==> src/rtl/cpu_pkg.sv <==
`default_nettype none
// ============================================================================
//  Module   : cpu_pkg
//  Brief    : Shared CPU definitions: opcode values, fetch FSM states,
//             default widths and the two-byte opcode decode.
//  Revision : 1.0 - initial release
// ============================================================================
package cpu_pkg;

    localparam int c_ADDR_W_DEF = 8;
    localparam int c_DATA_W_DEF = 8;

    localparam logic [3:0] c_OP_NOP   = 4'h0;
    localparam logic [3:0] c_OP_LDI   = 4'h1;
    localparam logic [3:0] c_OP_JMP   = 4'h5;
    localparam logic [3:0] c_OP_JZ    = 4'h6;
    localparam logic [3:0] c_OP_JC    = 4'h7;
    localparam logic [3:0] c_OP_LOAD  = 4'h8;
    localparam logic [3:0] c_OP_STORE = 4'h9;

    typedef enum logic [1:0] {
        FETCH_OP  = 2'd0,
        FETCH_IMM = 2'd1,
        EXEC      = 2'd2
    } fetch_state_t;

    // Opcodes that carry a second byte (immediate, address or jump target)
    function automatic logic is_two_byte(input logic [3:0] op);
        logic r;
        case (op)
            c_OP_LDI, c_OP_JMP, c_OP_JZ, c_OP_JC, c_OP_LOAD, c_OP_STORE: r = 1'b1;
            default:                                                     r = 1'b0;
        endcase
        return r;
    endfunction

endpackage
`default_nettype wire

==> src/rtl/instr_fetch_pc_counter.sv <==
`default_nettype none
// ============================================================================
//  Module   : pc_counter
//  Brief    : Program counter with load, increment (wrapping) and hold.
//             Load wins over increment.
//  Revision : 1.0 - initial release
// ============================================================================
module pc_counter #(
    parameter int ADDR_W = 8
) (
    input  logic              clk,
    input  logic              rst,
    input  logic              i_load,
    input  logic [ADDR_W-1:0] i_load_val,
    input  logic              i_inc,
    output logic [ADDR_W-1:0] o_pc
);

    logic [ADDR_W-1:0] r_pc_q;
    logic [ADDR_W-1:0] w_pc_d;

    // Next pc: jump target, natural wrap-around increment, or hold
    always_comb begin
        w_pc_d = r_pc_q;
        if (i_load) begin
            w_pc_d = i_load_val;
        end else if (i_inc) begin
            w_pc_d = r_pc_q + ADDR_W'(1);
        end
    end

    // pc register
    always_ff @(posedge clk) begin
        if (rst) begin
            r_pc_q <= '0;
        end else begin
            r_pc_q <= w_pc_d;
        end
    end

    assign o_pc = r_pc_q;

endmodule
`default_nettype wire

==> src/rtl/instr_fetch.sv <==
`default_nettype none
// ============================================================================
//  Module   : instr_fetch
//  Brief    : Instruction fetch unit. Fetches a one- or two-byte instruction
//             from instruction memory, holds IR and immediate, and hands the
//             decoded fields to the control unit during a single EXEC cycle.
//  Revision : 1.0 - initial release
// ============================================================================
module instr_fetch
    import cpu_pkg::*;
#(
    parameter int ADDR_W = c_ADDR_W_DEF,
    parameter int DATA_W = c_DATA_W_DEF
) (
    input  logic              clk,
    input  logic              rst,
    output logic              imem_req,
    output logic [ADDR_W-1:0] imem_addr,
    input  logic              imem_ack,
    input  logic [DATA_W-1:0] imem_rdata,
    input  logic              pc_en,
    input  logic              pc_load,
    input  logic              ir_load,
    output logic [3:0]        opcode,
    output logic [1:0]        rd,
    output logic [1:0]        rs,
    output logic [DATA_W-1:0] imm,
    output logic              exec,
    output logic [ADDR_W-1:0] pc
);

    fetch_state_t      r_state_q;
    fetch_state_t      w_state_d;
    logic [DATA_W-1:0] r_ir_q;
    logic [DATA_W-1:0] w_ir_d;
    logic [DATA_W-1:0] r_imm_q;
    logic [DATA_W-1:0] w_imm_d;
    logic              w_pc_inc;
    logic              w_pc_load;
    logic [ADDR_W-1:0] w_jump_target;
    logic [ADDR_W-1:0] w_pc;

    // Jump target is the low ADDR_W bits of the immediate (zero-extended if wider)
    assign w_jump_target = ADDR_W'(r_imm_q);

    // Fetch sequencing: next state, IR/immediate capture and pc control
    always_comb begin
        w_state_d = r_state_q;
        w_ir_d    = r_ir_q;
        w_imm_d   = r_imm_q;
        w_pc_inc  = 1'b0;
        w_pc_load = 1'b0;
        case (r_state_q)
            FETCH_OP: begin
                // Without ir_load the returned byte is dropped and re-requested
                if (imem_ack && ir_load) begin
                    w_ir_d    = imem_rdata;
                    w_pc_inc  = 1'b1;
                    w_state_d = is_two_byte(imem_rdata[7:4]) ? FETCH_IMM : EXEC;
                end
            end
            FETCH_IMM: begin
                if (imem_ack) begin
                    w_imm_d   = imem_rdata;
                    w_pc_inc  = 1'b1;
                    w_state_d = EXEC;
                end
            end
            EXEC: begin
                // pc already points past this instruction, so pc_en only resumes fetch
                if (pc_load) begin
                    w_pc_load = 1'b1;
                    w_state_d = FETCH_OP;
                end else if (pc_en) begin
                    w_state_d = FETCH_OP;
                end
            end
            default: begin
                w_state_d = FETCH_OP;
            end
        endcase
    end

    // State, IR and immediate registers; reset abandons any instruction in flight
    always_ff @(posedge clk) begin
        if (rst) begin
            r_state_q <= FETCH_OP;
            r_ir_q    <= DATA_W'({c_OP_NOP, 4'b0000});
            r_imm_q   <= '0;
        end else begin
            r_state_q <= w_state_d;
            r_ir_q    <= w_ir_d;
            r_imm_q   <= w_imm_d;
        end
    end

    pc_counter #(
        .ADDR_W (ADDR_W)
    ) u_pc_counter (
        .clk        (clk),
        .rst        (rst),
        .i_load     (w_pc_load),
        .i_load_val (w_jump_target),
        .i_inc      (w_pc_inc),
        .o_pc       (w_pc)
    );

    // Request and exec are gated by reset so nothing leaks out while it is held
    assign imem_req  = ~rst & (r_state_q != EXEC);
    assign exec      = ~rst & (r_state_q == EXEC);
    assign imem_addr = w_pc;
    assign pc        = w_pc;

    assign opcode = r_ir_q[7:4];
    assign rd     = r_ir_q[3:2];
    assign rs     = r_ir_q[1:0];
    assign imm    = r_imm_q;

endmodule
`default_nettype wire

==> config.mk <==
export PLATFORM = sky130hd
export DESIGN_NAME = instr_fetch
export DESIGN_NICKNAME = d
export VERILOG_FILES = /design/src/rtl/cpu_pkg.sv /design/src/rtl/instr_fetch_pc_counter.sv /design/src/rtl/instr_fetch.sv
export SDC_FILE = /design/constraint.sdc
export NUM_CORES = 1
export LEC_CHECK = 0
export ABC_AREA = 1
export CAP_MARGIN = 20
export CORE_UTILIZATION = 43
export CTS_CLUSTER_DIAMETER = 120
export DETAILED_ROUTE_END_ITERATION = 8
export HOLD_SLACK_MARGIN = 0.15
export PLACE_DENSITY = 0.87
export SLEW_MARGIN = 0
export SYNTH_ARGS = -nofsm -noshare
export SYNTH_HDL_FRONTEND = slang
export SYNTH_SLANG_ARGS = --single-unit
export TNS_END_PERCENT = 50
==> constraint.sdc <==
create_clock -name clk -period 1.3 [get_ports clk]
set_input_delay 0.39 -clock clk [delete_from_list [all_inputs] [get_ports clk]]
set_output_delay 0.39 -clock clk [all_outputs]
set_load 0.01 [all_outputs]
# Word-level counts from Yosys, hierarchy flattened
# Index checks and enable logic that the tools add are counted.
word_totals:
  regBits: 26
  elab_cells: 43
  inputBits: 14
  output_inout_bits: 34
classes:
  add_sub_neg: 1
  bitwise_logic: 3
  eq_ne: 12
  n_reduce_logical: 7
  n_mux: 16
ops:
  columns: ["cell", "n"]
  rows:
  - ["$mux W8", 2]
  - ["$eq A4 B3 Y1 const B", 3]
  - ["$mux W2", 5]
  - ["$add A8 B1 Y8 const B", 1]
  - ["$eq A4 B4 Y1 const B", 2]
  - ["$mux W1", 7]
  - ["$ne A2 B2 Y1 const B", 3]
  - ["$pmux W2 S3", 1]
  - ["$reduce_or A6 Y1", 1]
  - ["$eq A4 B1 Y1 const B", 1]
  - ["$reduce_and A2 Y1", 2]
  - ["$ne A3 B3 Y1 const B", 1]
  - ["$reduce_and A3 Y1", 1]
  - ["$and A1 B1 Y1", 2]
  - ["$eq A2 B1 Y1 const B", 1]
  - ["$eq A2 B2 Y1 const B", 1]
  - ["$logic_not A2 Y1", 1]
  - ["$pmux W1 S2", 1]
  - ["$reduce_bool A2 Y1", 1]
  - ["$logic_and A1 B1 Y1", 1]
  - ["$not A1 Y1", 1]

# Longest topological paths before layout
logic_depth:
  ltp_word: 8
  mapped_depth: 8
  mapped_depth_nobuf: 8

# Modules after synthesis
# From an unflattened synthesis, not the netlist that was laid out.
hier_totals:
  cells_unflattened: 176
  hier_area_um2: 1297.5
by_module_without_submodules:
  columns: ["mod", "instances", "area_per_inst_um2", "cells_per_inst", "seq_area_each_um2"]
  rows:
  - ["instr_fetch", 1, 808.3, 106, 360.3]
  - ["pc_counter", 1, 489.2, 70, 160.2]

# Worst setup path before layout
# Ideal clock, no wire load.
synth_path:
  path_kind: "register to register"
  start: "register u_pc_counter.r_pc_q[1] (netlist: u_pc_counter.o_pc[1])"
  end: "register u_pc_counter.r_pc_q[6] (netlist: u_pc_counter.o_pc[6])"
  n_path_buf: 0
  setup_time_ns: 0.119
  period_less_slack_ns: 1.200
  stages_incl_launch_ff: 7
  slack_ns: 0.100
  required_ns: 1.181
  arrival_ns: 1.082
  path_cell_list: "dfxtp_1 -> ha_1 -> nand2_1 -> inv_1 -> nand2_1 -> nor3b_1 -> nor2_1"
synth_via:
  elab_chain_len: 3
synth_rtl:
  columns: ["element", "line_no", "source"]
  rows:
  - ["start, declared", "instr_fetch_pc_counter.sv:19", "logic [ADDR_W-1:0] r_pc_q;"]
  - ["start signal, assigned", "instr_fetch_pc_counter.sv:37", "r_pc_q <= w_pc_d;"]
  - ["$add A8 B1 Y8", "instr_fetch_pc_counter.sv:28", "w_pc_d = r_pc_q + ADDR_W'(1);"]
  - ["$mux W8", "instr_fetch_pc_counter.sv:27", "end else if (i_inc) begin"]
  - ["$mux W8", "instr_fetch_pc_counter.sv:25", "if (i_load) begin"]
# Every way passes these cells. The select of a mux whose other input is x is not followed.
# A chain may end at the register's enable or synchronous reset.

# Final worst setup path
layout_path:
  start: "register r_state_q[1]"
  end: "output port imem_req"
layout_via:
  elab_chain_len: 2
layout_rtl:
  columns: ["element", "line_no", "source"]
  rows:
  - ["start, declared", "instr_fetch.sv:32", "fetch_state_t r_state_q;"]
  - ["start signal, assigned", "instr_fetch.sv:91", "r_state_q <= w_state_d;"]
  - ["$ne A2 B2 Y1", "instr_fetch.sv:109", "assign imem_req = ~rst & (r_state_q != EXEC);"]
  - ["$and A1 B1 Y1", "instr_fetch.sv:109", null]
  - ["end, declared", "instr_fetch.sv:17", "output logic imem_req,"]
# Every way passes these cells.

==> metrics.txt <==
outcome finished, violations left; failing checks DRC, setup timing; largest stage delay on the critical path roughly 0.38 ns; Yosys top cell by area dfxtp_1; Area Overhead vs Synth 46.5%; Die H approximately 57 microns; Layout Nets 270; PD cells 945 mW/mm^2; Sw Pwr slightly above 0.5 mW; Hold Path Class in -> reg; Buf+Inv Stages, Crit Path 2; nature of the critical path endpoint output port; Routability Congestion 0.837; DRC errors left 6; WL per Instance 11.9 microns; # rows 19; post-detailed-route count of antenna-violating nets 0; hold path depth 4; Mapped Avg Cell Area 6.96 sq um; switching share of power 0.290; WL met3 about 200 microns; ys async rst share 0; clk slew on worst S/H paths 0.14 ns; Core Region between 0.002 and 0.003 sq mm; Main synth FF type dfxtp_1; die width 56.7 microns; Synth area leaders dfxtp_1 (40%), nand2_1 (8.7%), nor2_1 (8.7%), o21ai_0 (7.4%), a21oi_1 (5.8%); vias in the first global route 1277; total power 1.78 mW; Max Root-Sink Buffers 2; routed wire length 3.40 mm; final period utilization 1.07; Data required, critical path 0.91 ns; total CTS buffers 3; Reg power frac 0.503; Final Util 0.672; worst vdd ir 0.000651 V; post-synth top area share 0.404; total gr overflow 0; combinational cell fraction of total power 0.271; die area approximately 0.0032 sq mm; Synth Cell Area 0.00129 sq mm; Slew Viols, Final 0; crit-path leading delay family flip-flops; worst hold margin 0.473 ns; routed vias 1410; Global Route Usage Sum 0.215; max_slew headroom 0.855; FF-to-FF Start r_state_q[0]; cts hold-fix bufs 0; Reg2Reg Capture Point u_pc_counter.o_pc[4]; syn nets 200; Worst Path Arrival about 0.99 ns; met2 wire length 1.69 mm; I/O pins 48; share of layout cells above drive strength 1 0.437; Metal-1 WL 1.41 mm; TritonRoute pass-1 iters 7; Critical Path Stages 4; final hold violation count 0; initial antenna violation count 0; final setup violation count 8; crit-path max FO 3; Clock Latency Late Sink slightly above 0.3 ns; Reg2Reg Depth 8; Setup Skew 0.00146 ns; internal power between 1 and 1.5 mW; final worst setup slack -0.0849 ns; Leak between 0.9 and 1 nW; Crit Path Category reg -> out; dpl cells 278; Post-Syn Instances 185; slowest CP cell dfxtp_2; RSZ-0062 raised after global routing true; CTS tree built; hold-critical path endpoint r_state_q[0]; R2R setup slack -0.03 ns; Distinct cells, synth 28; dpl hpwl 2.40 mm; largest net degree at the start of global routing 19; min Tclk post-route between 1 and 1.5 ns; Clk pwr share 0.226; critical-path cell list inv_2 -> nor2_4 -> nor2_1 -> buf_2; H-tree levels 1; Setup crit start kind flip-flop; first-pass GRT wire length 5.35 mm; diode count 0; f_max 722 MHz; Detailed Route Iter0 Violations 36; number of synthesized flops with an enable pin 0; Post-Layout Cell Count 285; critical hold path startpoint imem_ack; max_cap viols 0; Seq cells post-synth 26; Clk Tree Root Cell clkbuf_4; worst slew pin tran 0.215 ns; commonest cells in the netlist nand2_1 (30), nor2_1 (30), dfxtp_1 (26); port bufs 47; yosys warns 0; Top Metal Used met4; sequential share of the synthesized area 0.404; post-DR vias/cell 4.95; TritonCTS Sinks 26; starting density of the core 0.459
metal layers:
layer / global-route usage / vias up
li1: - / 725
met1: 0.244 / 623
met2: 0.378 / 50
met3: 0.0461 / 12
met4: 0.104 / 0
met5: 0 / -
power by group through the flow:
| stage | clock network [mW] | logic (mW) | registers (mW) |
|---|---|---|---|
| finish | 0.403 | 0.482 | 0.897 |
| floorplan | 0 | 0.205 | 0.934 |
| global route | 0.449 | 0.529 | 0.904 |
| detailed placement | 0 | 0.518 | 0.904 |
| CTS | 0.419 | 0.499 | 0.894 |
| global placement | 0 | 0.506 | 0.903 |
worst register-to-register path: stages, from the launching register on:
cell and delay (ns):
dfxtp_2 0.37, buf_4 0.14, nor2_1 0.19, nand2_2 0.13, nand2_2 0.15, nand3_2 0.08
nand3b_1 0.08, nand2_1 0.05, nor2_1 0.08
cell type report:
cell class / instances / area, sq um
Timing Repair Buffer: 78 / 553
Fill cell: 260 / 920
Multi-Input combinational cell: 124 / 622
Inverter: 22 / 82.6
Sequential cell: 26 / 553
Tap cell: 31 / 38.8
Clock buffer: 4 / 36.3
how the worst max path moves through the flow:
stage                                    start                   end  slack (ns)
after floorplan           u_pc_counter.o_pc[1]  u_pc_counter.o_pc[6]         0.1
after global placement                     rst              imem_req       -0.55
after detailed placement                   rst              imem_req       -0.58
after CTS                         r_state_q[1]              imem_req        -0.1
after global routing              r_state_q[0]  u_pc_counter.o_pc[4]       -0.16
final                             r_state_q[1]              imem_req       -0.08
metrics by stage:
stage	worst slack, ns	instance area [sq um]	setup TNS (ns)
final	-0.0849	1890	-0.201
after global routing	-0.159	1890	-1.42
after CTS	-0.0999	2010	-0.220
after detailed placement	-0.576	1930	-9.67
after global placement	-0.549	1930	-8.77
after floorplan	0.0996	1290	0
what timing repair did:
item                                    in CTS  in global routing
gates resized for setup                    129                 45
endpoints found under the setup margin      48                 49
pin swaps                                    1                  2
buffers inserted                             2                  1
hold endpoints to repair                     0                  0
layout by cell type (no fill, tap or decap), drive strengths merged, types with 2 or more instances in the layout:
master	netlist	final
buf	11	63
o21ai	20	20
nor3b	2	2
clkdlybuf4s50	0	11
nor2	31	31
a31oi	3	3
nand3	11	11
nand2	35	35
nor3	2	2
clkbuf	2	5
dfxtp	26	26
a21oi	15	15
inv	21	21
nand3b	2	2
logic make-up after synthesis:
group,after synthesis,synth area share
AND/OR/NAND/NOR,84,0.294
adder cells (fa/ha/maj),1,0.00972
flip-flops,26,0.404
AO/OA/AOI/OAI,39,0.158
buffers and inverters,35,0.133
sequential cells by signal (all words and copies together) (netlist names):
name,count
r_ir_q,8
r_state_q,2
u_pc_counter.o_pc,8
imm,8
Power figures use the tool's default switching activity.
